`config.mk`:
```
export PLATFORM = sky130hd
export DESIGN_NAME = alu_pipe
export DESIGN_NICKNAME = d
export VERILOG_FILES = /design/src/rtl/alu_pipe.sv
export SDC_FILE = /design/constraint.sdc
export NUM_CORES = 1
export LEC_CHECK = 0
export BUFFER_PORTS_ARGS = -buffer_cell sky130_fd_sc_hd__buf_2
export CORE_MARGIN = 2
export CORE_UTILIZATION = 40
export DETAILED_ROUTE_END_ITERATION = 6
export GPL_ROUTABILITY_DRIVEN = 0
export GPL_TIMING_DRIVEN = 0
export PLACE_DENSITY_LB_ADDON = 0.3
export SYNTH_ARGS = -nofsm -noshare
export SYNTH_HDL_FRONTEND = slang
export SYNTH_SLANG_ARGS = --single-unit
```
`constraint.sdc`:
```
create_clock -name clk -period 7.6 [get_ports clk]
set_input_delay 1.52 -clock clk [delete_from_list [all_inputs] [get_ports clk]]
set_output_delay 1.52 -clock clk [all_outputs]
set_load 0.05 [all_outputs]
```
`src/rtl/alu_pipe.sv`:
```
// Two-stage pipelined ALU with accumulator, status flags and valid/ready flow control.
// S1 registers the accepted operation; S2 holds the computed result until the consumer takes it.
module alu_pipe #(
  parameter int unsigned WIDTH = 16,
  localparam int unsigned SHW = $clog2(WIDTH)
) (
  input  logic             clk,
  input  logic             reset,
  input  logic             in_valid,
  output logic             in_ready,
  input  logic [WIDTH-1:0] a,
  input  logic [WIDTH-1:0] b,
  input  logic [2:0]       alufs,
  input  logic             acc_sel,
  input  logic             acc_clr,
  output logic             out_valid,
  input  logic             out_ready,
  output logic [WIDTH-1:0] alu,
  output logic             carry,
  output logic             ovf,
  output logic             zero
);

  // Stage 1 state
  logic             s1_valid;
  logic [WIDTH-1:0] s1_a;
  logic [WIDTH-1:0] s1_b;
  logic [2:0]       s1_op;
  logic             s1_acc_sel;
  logic             s1_acc_clr;

  // Stage 2 state
  logic             s2_valid;
  logic [WIDTH-1:0] s2_alu;
  logic             s2_carry;
  logic             s2_ovf;
  logic             s2_zero;

  logic [WIDTH-1:0] acc;

  logic             accept;
  logic             advance;
  logic [WIDTH-1:0] opa;
  logic [WIDTH:0]   sum;
  logic [WIDTH:0]   diff;
  logic [WIDTH-1:0] res_c;
  logic             carry_c;
  logic             ovf_c;

  // S2 frees up whenever it is empty or its result leaves this cycle.
  assign advance  = s1_valid && (!s2_valid || out_ready);
  // Held low during reset so nothing is taken while the pipe is being cleared.
  assign in_ready = reset && (!s1_valid || !s2_valid || out_ready);
  assign accept   = in_valid && in_ready;

  // Result and flags for the operation currently sitting in S1.
  always_comb begin
    opa     = s1_acc_sel ? (s1_acc_clr ? '0 : acc) : s1_a;
    sum     = {1'b0, opa} + {1'b0, s1_b};
    diff    = {1'b0, opa} - {1'b0, s1_b};
    res_c   = '0;
    carry_c = 1'b0;
    ovf_c   = 1'b0;
    unique case (s1_op)
      3'b000: res_c = opa;
      3'b001: res_c = opa & s1_b;
      3'b010: begin
        res_c   = sum[WIDTH-1:0];
        carry_c = sum[WIDTH];
        ovf_c   = (opa[WIDTH-1] == s1_b[WIDTH-1]) && (sum[WIDTH-1] != opa[WIDTH-1]);
      end
      3'b011: begin
        res_c   = diff[WIDTH-1:0];
        carry_c = diff[WIDTH];  // borrow: unsigned opa < b
        ovf_c   = (opa[WIDTH-1] != s1_b[WIDTH-1]) && (diff[WIDTH-1] != opa[WIDTH-1]);
      end
      3'b100: res_c = opa | s1_b;
      3'b101: res_c = opa ^ s1_b;
      3'b110: res_c = opa << s1_b[SHW-1:0];
      3'b111: res_c = opa >> s1_b[SHW-1:0];
      default: res_c = '0;
    endcase
  end

  // Stage 1: capture the operation on acceptance, release it when it moves to S2.
  always_ff @(posedge clk or negedge reset) begin
    if (!reset) begin
      s1_valid   <= 1'b0;
      s1_a       <= '0;
      s1_b       <= '0;
      s1_op      <= '0;
      s1_acc_sel <= 1'b0;
      s1_acc_clr <= 1'b0;
    end else begin
      if (accept) begin
        s1_valid   <= 1'b1;
        s1_a       <= a;
        s1_b       <= b;
        s1_op      <= alufs;
        s1_acc_sel <= acc_sel;
        s1_acc_clr <= acc_clr;
      end else if (advance) begin
        s1_valid <= 1'b0;
      end
    end
  end

  // Stage 2 and accumulator: load the computed result on every S1->S2 transfer.
  always_ff @(posedge clk or negedge reset) begin
    if (!reset) begin
      s2_valid <= 1'b0;
      s2_alu   <= '0;
      s2_carry <= 1'b0;
      s2_ovf   <= 1'b0;
      s2_zero  <= 1'b0;
      acc      <= '0;
    end else begin
      if (advance) begin
        s2_valid <= 1'b1;
        s2_alu   <= res_c;
        s2_carry <= carry_c;
        s2_ovf   <= ovf_c;
        s2_zero  <= (res_c == '0);
        acc      <= res_c;
      end else if (out_ready) begin
        s2_valid <= 1'b0;
      end
    end
  end

  // Zero is registered so it reads 0 out of reset rather than reflecting the cleared result.
  assign out_valid = s2_valid;
  assign alu       = s2_alu;
  assign carry     = s2_carry;
  assign ovf       = s2_ovf;
  assign zero      = s2_zero;

endmodule
```
# Yosys cells after proc, flatten, opt, wreduce, memory -nomap -nowiden
# Cells that the tools add are included.
# classes
reduce_logical,14
bitwise_logic,3
mux,9
eq_ne,11
n_shift,2
add_sub_neg,2
# op_table
op,n
$pmux W16 S8,1
$mux W16,2
$add A16 B16 Y17,1
$sub A16 B16 Y17,1
$and A16 B16 Y16,1
$logic_not A16 Y1,1
$or A16 B16 Y16,1
$shl A16 B4 Y16,1
$shr A16 B4 Y16,1
$xor A16 B16 Y16,1
$eq A3 B3 Y1 const B,4
$eq A3 B2 Y1 const B,2
$logic_and A1 B1 Y1,5
$mux W1,4
$pmux W1 S2,2
$reduce_bool A2 Y1,2
$eq A3 B1 Y1 const B,1
$logic_not A3 Y1,1
$logic_or A1 B1 Y1,3
$ne A1 B1 Y1,3
$logic_not A1 Y1,2
$eq A1 B1 Y1,1
# totals
wordCells,52
reg_bits,58

# Depth between registers and ports, before layout
# Gate-level depths: netlist (run 1).
# logic_depth
ltp_word,6
depth_mapped,15
depth_no_buf,14

# Least setup slack after synthesis (run 1)
# OpenSTA, ideal clock, no wires.
# synth_timing
path_type,input-to-output
startpoint,input port out_ready
endpoint,output port in_ready
required_ns,6.080
setup_slack_ns,4.014
path_stages,2
arrival_ns,2.066
path_buffers,0
path_cell_list,nand3b_1 and2_1
# synth_between
elab_chain_len,2
# synth_lines
element,line_no,source
start: declaration,17,"input logic out_ready,"
$logic_or A1 B1 Y1,53,assign in_ready = reset && (!s1_valid || !s2_valid || out_ready);
$logic_and A1 B1 Y1,53,
end: declaration,10,"output logic in_ready,"
# Every way passes these cells.

# Worst setup path after layout (run 1)
# layout_timing
startpoint,register s1_b[2]
endpoint,register acc[13]
# layout_between
elab_chain_len,2
elab_cells_between_ends,5
# layout_lines
element,line_no,source
start: declaration,27,logic [WIDTH-1:0] s1_b;
start signal: assignment,90,s1_b <= '0;
start signal: assignment,98,s1_b <= b;
$sub A16 B16 Y17 (tied with other cells),60,"diff = {1'b0, opa} - {1'b0, s1_b};"
$pmux W16 S8 (*),64,unique case (s1_op)
end signal: assignment,124,acc <= res_c;
end: declaration,39,logic [WIDTH-1:0] acc;
# Mark *: on every way between the ends. The rest lies on a longest branch, timed or not.
# A chain may end at the register's enable or synchronous reset.

==> run_results.csv, run 1 <==
group,metric,value,unit
run_status,status,"finished, final reports clean",
floorplanning,die_area,18610,um2
synthesis,synthCells,807,
sta,worst_pin_slew,1273,ps
cts,cts_hold_buf,0,
worst_setup_path,path_max_fanout,11,
sta,skew,12.99,ps
cts,htreeDepth,3,
floorplanning,start_util,40.69,%
power,leakage,0.003364,uW
cts,insertion_delay,350,ps
power,power_density,348.5,nW/um2
route,wl_per_cell,23.12,um
synthesis,avgSynthCellArea,8.692,um2
floorplanning,std_cell_rows,48,
floorplanning,core_area,17240,um2
route,wl,25640,um
route,final_antenna_net_count,0,
route,drc,0,
route,viasPerCell,6.471,
worst_setup_path,required,7830,ps
sta,setup_viol,0,
synthesis,yosys.area.top_type,"dfrtp_1",
finish,drive_above_1_share,24.55,%
worst_setup_path,r2r-start,"s1_b[2]",
grt,grt_first_pass_wirelength,39160,um
placement,pre_cts_slack,3368,ps
cts,cts_buffer_depth,2,
synthesis,syn_area,7014,um2
synthesis,ys_seq_elements,58,
sta,fin_ws,3186,ps
grt,grt_antenna_before_repair,0,
worst_setup_path,regToRegSetupSlack,3190,ps
synthesis,synth_cell_types,89,
cts,cts_tree,"yes",
placement,hpwlAfterDp,19640,um
cts,numClockSinks,58,
synthesis,yosys_warnings,0,
sta,period_minus_slack,4414,ps
sta,fmax,0.2266,GHz
synthesis,synthTopCellsByCount,"77 x nand2_1, 58 x dfrtp_1, 58 x mux2_2",
sta,final_hold_viol_count,0,
sta,slew_viol_final,0,
finish,n_antenna_cell,0,
worst_setup_path,r2r_end,"acc[13]",
hold_path,hold_end,"carry",
route,first_iter_violations,1178,
worst_setup_path,rr_worst_depth,13,
sta,max_slew_margin,14.46,%
synthesis,synth_edf_count,0,
power,vdd_ir_drop_max,0.0002234,V
synthesis,ys_top_cells_by_area,"dfrtp_1 21%, mux2_2 9.3%, ha_1 9.3%, mux4_2 7.7%, nand2_1 4.1%",
placement,portBuffers,61,
cts,cts_setup_buffers,0,
finish,fin_area,7930,um2
worst_setup_path,crit_path_end_kind,"flip-flop",
worst_setup_path,cp-start-kind,"flip-flop",
finish,nNetsFinal,974,
synthesis,ys.flop_type,"dfrtp_1",
floorplanning,ioPinCount,62,
cts,clkTransAtPathRegs,60,ps
synthesis,yosysTopAreaCellShare,20.69,%
grt,overflow,0,
worst_setup_path,arrival,4650,ps
grt,track_usage,27.93,%
worst_setup_path,crit_type,"reg -> reg",
cts,cts_root_buf,"clkbuf_16",
sta,rsz0062_at_grt,"no",
hold_path,min_path_type,"reg -> reg",
floorplanning,dieWidth,136.4,um
grt,grt_pass1_vias,6705,
hold_path,hold_depth,2,
synthesis,async_reset_ff_share,100.0,%
power,p_total,2764,uW
cts,cts_buffers,9,
sta,setup_tns,0,ps
floorplanning,die_y,136.4,um
grt,grt_max_degree,60,
route,vias,7176,
synthesis,synth_most_common_cell,"nand2_1",
synthesis,ys_seq_area_share,20.69,%
sta,finalCritPeriodShare,58.08,%
placement,placed_area,7604,um2
synthesis,synth_nets,902,
route,first_pass_iters,6,
hold_path,worstHoldStart,"carry",
job,cap_viol_max_count,0,
finish,syn_to_final_growth,13.06,%
cts,cts_resized,0,
-- how the worst max path moves through the flow --
stage	startpoint	endpoint	slack, ps	cells after the start
after floorplan	out_ready	in_ready	4010	2
after global placement	reset	in_ready	2890	3
after detailed placement	reset	in_ready	3370	3
after CTS	s1_acc_clr	zero	3350	14
after global routing	s1_acc_clr	zero	3030	14
final	s1_b[2]	acc[13]	3190	13
-- state kept, by name, indices dropped and copies added (netlist names) --
name and cells:
acc 16, carry 1, out_valid 1, ovf 1
s1_a 16, s1_acc_clr 1, s1_acc_sel 1, s1_b 16
s1_op 3, s1_valid 1, zero 1
-- through the flow --
stage / hold WS, ps / cells / util (%)
floorplan: 470.3 / 807 / -
global placement: 483.9 / 1093 / 44.10
detailed placement: 481.8 / 1093 / 44.11
CTS: 506.8 / 1109 / 46.01
global route: 526.3 / 1109 / 46.01
finish: 500.3 / 1109 / 46.01
-- cell type report --
cell class | instances | area (um2)
timing repair buffer | 61 | 307.8
tap | 225 | 281.5
buffer | 53 | 257.7
fill | 1658 | 9306
sequential | 58 | 1451
clock buffer | 9 | 225.2
clock inverter | 7 | 101.3
inverter | 53 | 209.0
multi-input combinational | 643 | 5096
-- cells in the final DEF (no fill, tap or decap), drive strengths merged, types with 11 or more instances in the layout --
cell    instances
buf            91
nand2          78
mux2           58
dfrtp          58
nor2           52
ha             52
inv            51
o21ai          35
a21oi          32
clkbuf         32
nand3          30
nand2b         25
mux4           24
a211oi         20
nor3           17
nand3b         16
o22ai          15
nor2b          14
o211ai         11
-- power breakdown --
part / internal [uW] / switching [uW]
Sequential: 387 / 81.4
Combinational: 648 / 1180
Clock: 289 / 174
Total: 1320 / 1440
-- critical path, stage by stage (launching register included) --
cell	delay, ps
dfrtp_1	530
clkinv_1	390
clkbuf_1	460
ha_1	450
buf_4	180
nor3b_1	80
o31ai_1	440
nand2_1	180
a31o_2	300
a211oi_2	410
o211ai_2	120
xnor2_1	270
o21ai_1	180
mux2_2	310
-- metal layers --
layer	share of wire, %	wire (um)	global-route usage, %
met2	42	10840	40.70
met3	12	2976	7.606
met5	0	0	0
met1	40	10340	37.80
met4	5.8	1486	14.12
-- cell families after synthesis --
group / after synthesis / synth area share (%)
AND/OR/NAND/NOR: 269 / 19.43
flip-flops: 58 / 20.69
XOR/XNOR: 10 / 1.249
multiplexers: 92 / 18.44
adder cells (fa/ha/maj): 54 / 9.847
buffers and inverters: 106 / 6.653
AO/OA/AOI/OAI: 218 / 23.69
No activity file was read; power rests on OpenSTA's default activity.
==> inputs of run 2 (changes only) <==
==> constraint.sdc (replaced) <==
create_clock -name clk -period 3.67 [get_ports clk]
set_input_delay 0.734 -clock clk [delete_from_list [all_inputs] [get_ports clk]]
set_output_delay 0.734 -clock clk [all_outputs]
set_load 0.05 [all_outputs]
==> run 2 against run 1 <==
The run now ends with setup timing left. Worst hold slack worse by 53 ps. Die area stayed put. Maximum frequency is 17% higher. Clock skew is 1.3 ps higher. Cell count is 0.54% higher. Routed wire length is 1.2% higher. Combinational power is 120% higher. Worst setup slack worse by 3300 ps. First-iteration DRC count is 9.4% lower. Clock power is 110% higher. Utilization is 1.9 points higher. Critical path depth is 2 lower. Critical endpoint is now zero. Largest cell class unchanged. Highest routed layer unchanged.
==> run_results.csv, run 2 (synthesized netlist as in run 1, its figures left out) <==
group,metric,value,unit
sta,period_minus_slack,3784,ps
worst_setup_path,crit_family,"compound AO/OA/AOI/OAI gates",
worst_setup_path,crit_path_end_kind,"flip-flop",
worst_setup_path,crit_type,"reg -> reg",
route,drc,0,
job,cap_viol_max_count,0,
run_status,violations,"setup timing",
cts,htreeDepth,3,
finish,top_regs,"acc (16), s1_a (16), s1_b (16)",
power,p_total,5986,uW
floorplanning,start_util,40.69,%
finish,syn_to_final_growth,17.66,%
sta,fin_ws,-114.4,ps
hold_path,min_path_type,"in -> async",
placement,portBuffers,61,
cts,cts_hold_buf,0,
finish,mostFrequentLayoutCells,"73 x nand2_1, 72 x buf_2, 58 x mux2_2, 56 x dfrtp_1, 51 x nor2_1",
floorplanning,ioPinCount,62,
cts,cts_root_buf,"clkbuf_16",
power,leakage,0.003463,uW
worst_setup_path,cp-start-kind,"flip-flop",
cts,insertion_delay,350,ps
sta,skew,14.31,ps
cts,clkTransAtPathRegs,60,ps
placement,hpwlAfterDp,19640,um
floorplanning,die_y,136.4,um
sta,finalCritPeriodShare,103.1,%
finish,fillCellCount,1621,
grt,grt_first_pass_wirelength,39500,um
floorplanning,std_cell_rows,48,
sta,worst_pin_slew,1282,ps
route,first_pass_iters,6,
sta,setup_viol,2,
cts,cts_tree,"yes",
worst_setup_path,cp_slowest_cell,"dfrtp_2",
worst_setup_path,path_max_fanout,11,
floorplanning,dieWidth,136.4,um
sta,rsz0062_at_grt,"yes",
grt,grt_antenna_before_repair,0,
cts,numClockSinks,58,
route,viasPerCell,6.446,
power,vdd_ir_drop_max,0.0005340,V
run_status,status,"complete, but fails checks",
grt,track_usage,28.18,%
worst_setup_path,arrival,4030,ps
grt,grt_max_degree,60,
worst_setup_path,crit_path_max_incr_delay,540,ps
sta,setup_tns,-189.8,ps
worst_setup_path,crit_buf_inv,3,
grt,overflow,0,
route,final_antenna_net_count,0,
finish,fin_area,8253,um2
route,vias,7187,
grt,grt_pass1_vias,6703,
finish,layout_commonest_cell,"nand2_1",
floorplanning,die_area,18610,um2
finish,n_antenna_cell,0,
sta,max_slew_margin,13.86,%
route,wl,25950,um
sta,final_hold_viol_count,0,
placement,placed_area,7604,um2
floorplanning,core_area,17240,um2
power,power_density,725.3,nW/um2
finish,drive_above_1_share,29.89,%
finish,nNetsFinal,980,
cts,cts_buffer_depth,2,
route,first_iter_violations,1067,
cts,cts_buffers,9,
sta,slew_viol_final,0,
route,wl_per_cell,23.27,um
sta,hold_slack,446.9,ps
worst_setup_path,required,3920,ps
worst_setup_path,crit_chain,"inv_2 > buf_2 > buf_1 > ha_1 > o211ai_1 > mux2i_1 > a2111oi_2 > a32oi_2 > nor4_2 > nand4_1 > o31ai_2",
sta,fmax,0.2642,GHz
==> run 2: cell count changes in the layout (fill, tap and decap cells not counted), moves of 3 or more <==
cell / change
buf_4: +7
nand2_1: -4
a21oi_1: -3
clkbuf_1: -3
ha_1: -3
nand2b_1: -3
nand2b_4: +3
==> run 2: timing repair <==
| item | CTS | global route |
|---|---|---|
| buffers inserted | 2 | 6 |
| pin swaps | 7 | 11 |
| gates resized for setup | 29 | 30 |
| setup endpoints to repair | 10 | 7 |
==> run 2: worst paths after layout <==
path,cells past startpoint,endpoint,slack [ps],startpoint
setup / recovery,11,zero,-110,s1_b[0]
max in group asynchronous,1,s1_b[2],2640,reset
hold / removal,1,s1_b[9],450,reset
hold reg to reg,2,carry,500,carry
min in group clk,2,carry,500,carry
setup reg to reg,11,zero,-110,s1_b[0]
==> run 2: power by group <==
part	switching, uW	internal (uW)	leakage [uW]
Clock	364	599	0.000152
Sequential	173	803	0.000694
Combinational	2570	1480	0.00262
==> run 2: final cells by class <==
class	count	area (um2)	share of cell area (%)
clock buffers	9	225.2	2.729
multi-input cells	643	5351	64.84
clock inverters	7	101.3	1.228
plain buffers	51	256.5	3.108
flip-flops and latches	58	1454	17.62
inverters	53	215.2	2.608
well taps	225	281.5	3.411
repair buffers	69	367.9	4.457
==> run 2: stage by stage <==
stage	worst slack, ps	instances	utilization, %
after floorplan	290.5	807	-
after global placement	-578.0	1093	44.10
after detailed placement	-521.3	1093	44.11
after CTS	-20.63	1110	46.70
after global routing	-137.8	1115	47.88
final	-114.4	1115	47.88
==> run 2: routing by layer <==
metal	vias up	global-route usage (%)	part of all wire, %
met3	120	8.949	12
met5	-	0	0
li1	3201	-	-
met4	0	14.58	5.9
met2	505	40.68	42
met1	3361	37.56	41
==> inputs of run 3 (changes only) <==
--- a/config.mk
+++ b/config.mk
@@ -12,6 +12,7 @@
 export GPL_ROUTABILITY_DRIVEN = 0
 export GPL_TIMING_DRIVEN = 0
 export PLACE_DENSITY_LB_ADDON = 0.3
+export SKIP_LAST_GASP = 1
 export SYNTH_ARGS = -nofsm -noshare
 export SYNTH_HDL_FRONTEND = slang
 export SYNTH_SLANG_ARGS = --single-unit
==> run 3 against run 2 <==
The run ends with DRC, setup timing left. Worst setup slack improved by 35 ps. First-iteration DRC count is 2.0% lower. Sequential power about the same. Combinational power is essentially flat. Clock skew shrank 0.96 ps. Utilization is essentially flat. Via count is 0.67% lower. Sequential share of layout area barely moved. Register-to-register slack improved by 30 ps. Die area unchanged. Total power fell by 0.15%. Critical path type unchanged. Highest routed layer unchanged.
==> run_results.csv, run 3 (synthesized netlist as in run 1, its figures left out) <==
group,metric,value,unit
cts,cts_buffers,9,
grt,grt_first_pass_wirelength,39500,um
worst_setup_path,crit_start,"s1_b[0]",
floorplanning,ioPinCount,62,
power,power_density,724.5,nW/um2
finish,n_antenna_cell,0,
route,viasPerCell,6.403,
finish,drive_above_1_share,29.89,%
worst_setup_path,crit_path_max_incr_delay,530,ps
hold_path,min_path_type,"in -> async",
sta,setup_tns,-112.2,ps
worst_setup_path,r2r-start,"s1_b[0]",
job,cap_viol_max_count,0,
finish,top_regs,"acc (16), s1_a (16), s1_b (16)",
route,drc,8,
finish,utilization,47.86,%
route,first_pass_iters,7,
grt,overflow,0,
worst_setup_path,required,3920,ps
cts,cts_hold_buf,0,
sta,max_slew_margin,12.68,%
cts,htreeDepth,3,
worst_setup_path,rr_worst_depth,11,
grt,grt_pass1_vias,6703,
sta,final_hold_viol_count,0,
placement,place_inst,1093,
sta,fin_ws,-79.43,ps
grt,track_usage,28.18,%
power,vdd_ir_drop_max,0.0005337,V
run_status,violations,"DRC, setup timing",
route,wl_per_cell,23.27,um
floorplanning,die_y,136.4,um
finish,layout.cells.non_filler,1115,
worst_setup_path,crit_path_end_kind,"flip-flop",
finish,layout_commonest_cell,"nand2_1",
cts,clkTransAtPathRegs,60,ps
worst_setup_path,endpoint,"zero",
floorplanning,die_area,18610,um2
worst_setup_path,regToRegSetupSlack,-80,ps
worst_setup_path,crit_chain,"inv_2 > buf_2 > buf_1 > ha_1 > o211ai_1 > mux2i_1 > a2111oi_2 > a32oi_2 > nor4_2 > nand4_1 > o31ai_2",
sta,period_minus_slack,3749,ps
cts,cts_tree,"yes",
worst_setup_path,cp-start-kind,"flip-flop",
grt,grt_antenna_before_repair,0,
route,first_iter_violations,1046,
sta,fmax,0.2667,GHz
floorplanning,start_util,40.69,%
route,vias,7139,
floorplanning,dieWidth,136.4,um
worst_setup_path,crit_type,"reg -> reg",
floorplanning,core_area,17240,um2
worst_setup_path,path_max_fanout,11,
placement,pre_cts_slack,-521.3,ps
cts,cts_buffer_depth,2,
placement,portBuffers,61,
worst_setup_path,arrival,4000,ps
grt,grt_max_degree,60,
sta,slew_viol_final,0,
route,wl,25940,um
cts,insertion_delay,350,ps
sta,rsz0062_at_grt,"yes",
route,final_antenna_net_count,0,
finish,syn_to_final_growth,17.61,%
finish,mostFrequentLayoutCells,"73 x nand2_1, 72 x buf_2, 58 x mux2_2, 56 x dfrtp_1, 51 x nor2_1",
sta,skew,13.35,ps
finish,nNetsFinal,980,
worst_setup_path,r2r_end,"zero",
sta,setup_viol,2,
sta,finalCritPeriodShare,102.2,%
run_status,status,"complete, but fails checks",
sta,worst_pin_slew,1300,ps
cts,numClockSinks,58,
worst_setup_path,cp_slowest_cell,"dfrtp_2",
cts,cts_root_buf,"clkbuf_16",
placement,hpwlAfterDp,19640,um
power,leakage,0.003462,uW
floorplanning,std_cell_rows,48,
-- run 3: cell counts in the layout (fill, tap and decap cells not counted) --
No cell type changed its count.
-- run 3: through the flow --
step / hold slack (ps) / cell area (um2) / total power (uW)
final: 454.7 / 8249 / 5977
after global routing: 531.3 / 8249 / 6256
after CTS: 497.7 / 8050 / 5704
after detailed placement: 481.8 / 7604 / 4619
after global placement: 483.9 / 7601 / 4624
after floorplan: 438.4 / 7014 / 3627
-- run 3: worst min path at each step --
stage | end | slack, ps | cells past startpoint
2_1_floorplan | acc[0] | 440 | 0
3_3_place_gp | carry | 480 | 2
3_5_place_dp | carry | 480 | 2
4_1_cts | s1_b[9] | 500 | 1
5_1_grt | s1_b[9] | 530 | 1
6_report | s1_b[9] | 450 | 1
-- run 3: cell type report --
| cell class | instances | area (um2) |
|---|---|---|
| inverter | 53 | 215.2 |
| sequential | 58 | 1454 |
| buffer | 51 | 252.7 |
| fill | 1623 | 8987 |
| clock buffer | 9 | 225.2 |
| multi-input combinational | 643 | 5351 |
| tap | 225 | 281.5 |
| timing repair buffer | 69 | 367.9 |
| clock inverter | 7 | 101.3 |
-- run 3: critical path, delay by kind of cell, from the launching register on --
kind / cells / cell delay, ps
buffers and inverters: 3 / 740
AO/OA/AOI/OAI: 4 / 1370
flip-flops: 1 / 530
multiplexers: 1 / 280
adder cells (fa/ha/maj): 1 / 410
AND/OR/NAND/NOR: 2 / 310
-- run 3: report_power, final --
group | switching, uW | internal [uW]
logic | 2570 | 1470
registers | 173 | 803
clock network | 360 | 599
total | 3100 | 2880
-- run 3: timing repair --
item                       4_1_cts  5_1_grt
setup endpoints to repair       10        7
pin swaps                        7       10
resized for setup               29       29
setup buffers                    2        6
-- run 3: routing by layer --
layer | share of wire (%) | vias up | track usage, %
met2 | 42 | 477 | 40.68
met5 | 0 | - | 0
met4 | 6.0 | 0 | 14.58
li1 | - | 3197 | -
met3 | 12 | 138 | 8.949
met1 | 41 | 3327 | 37.56
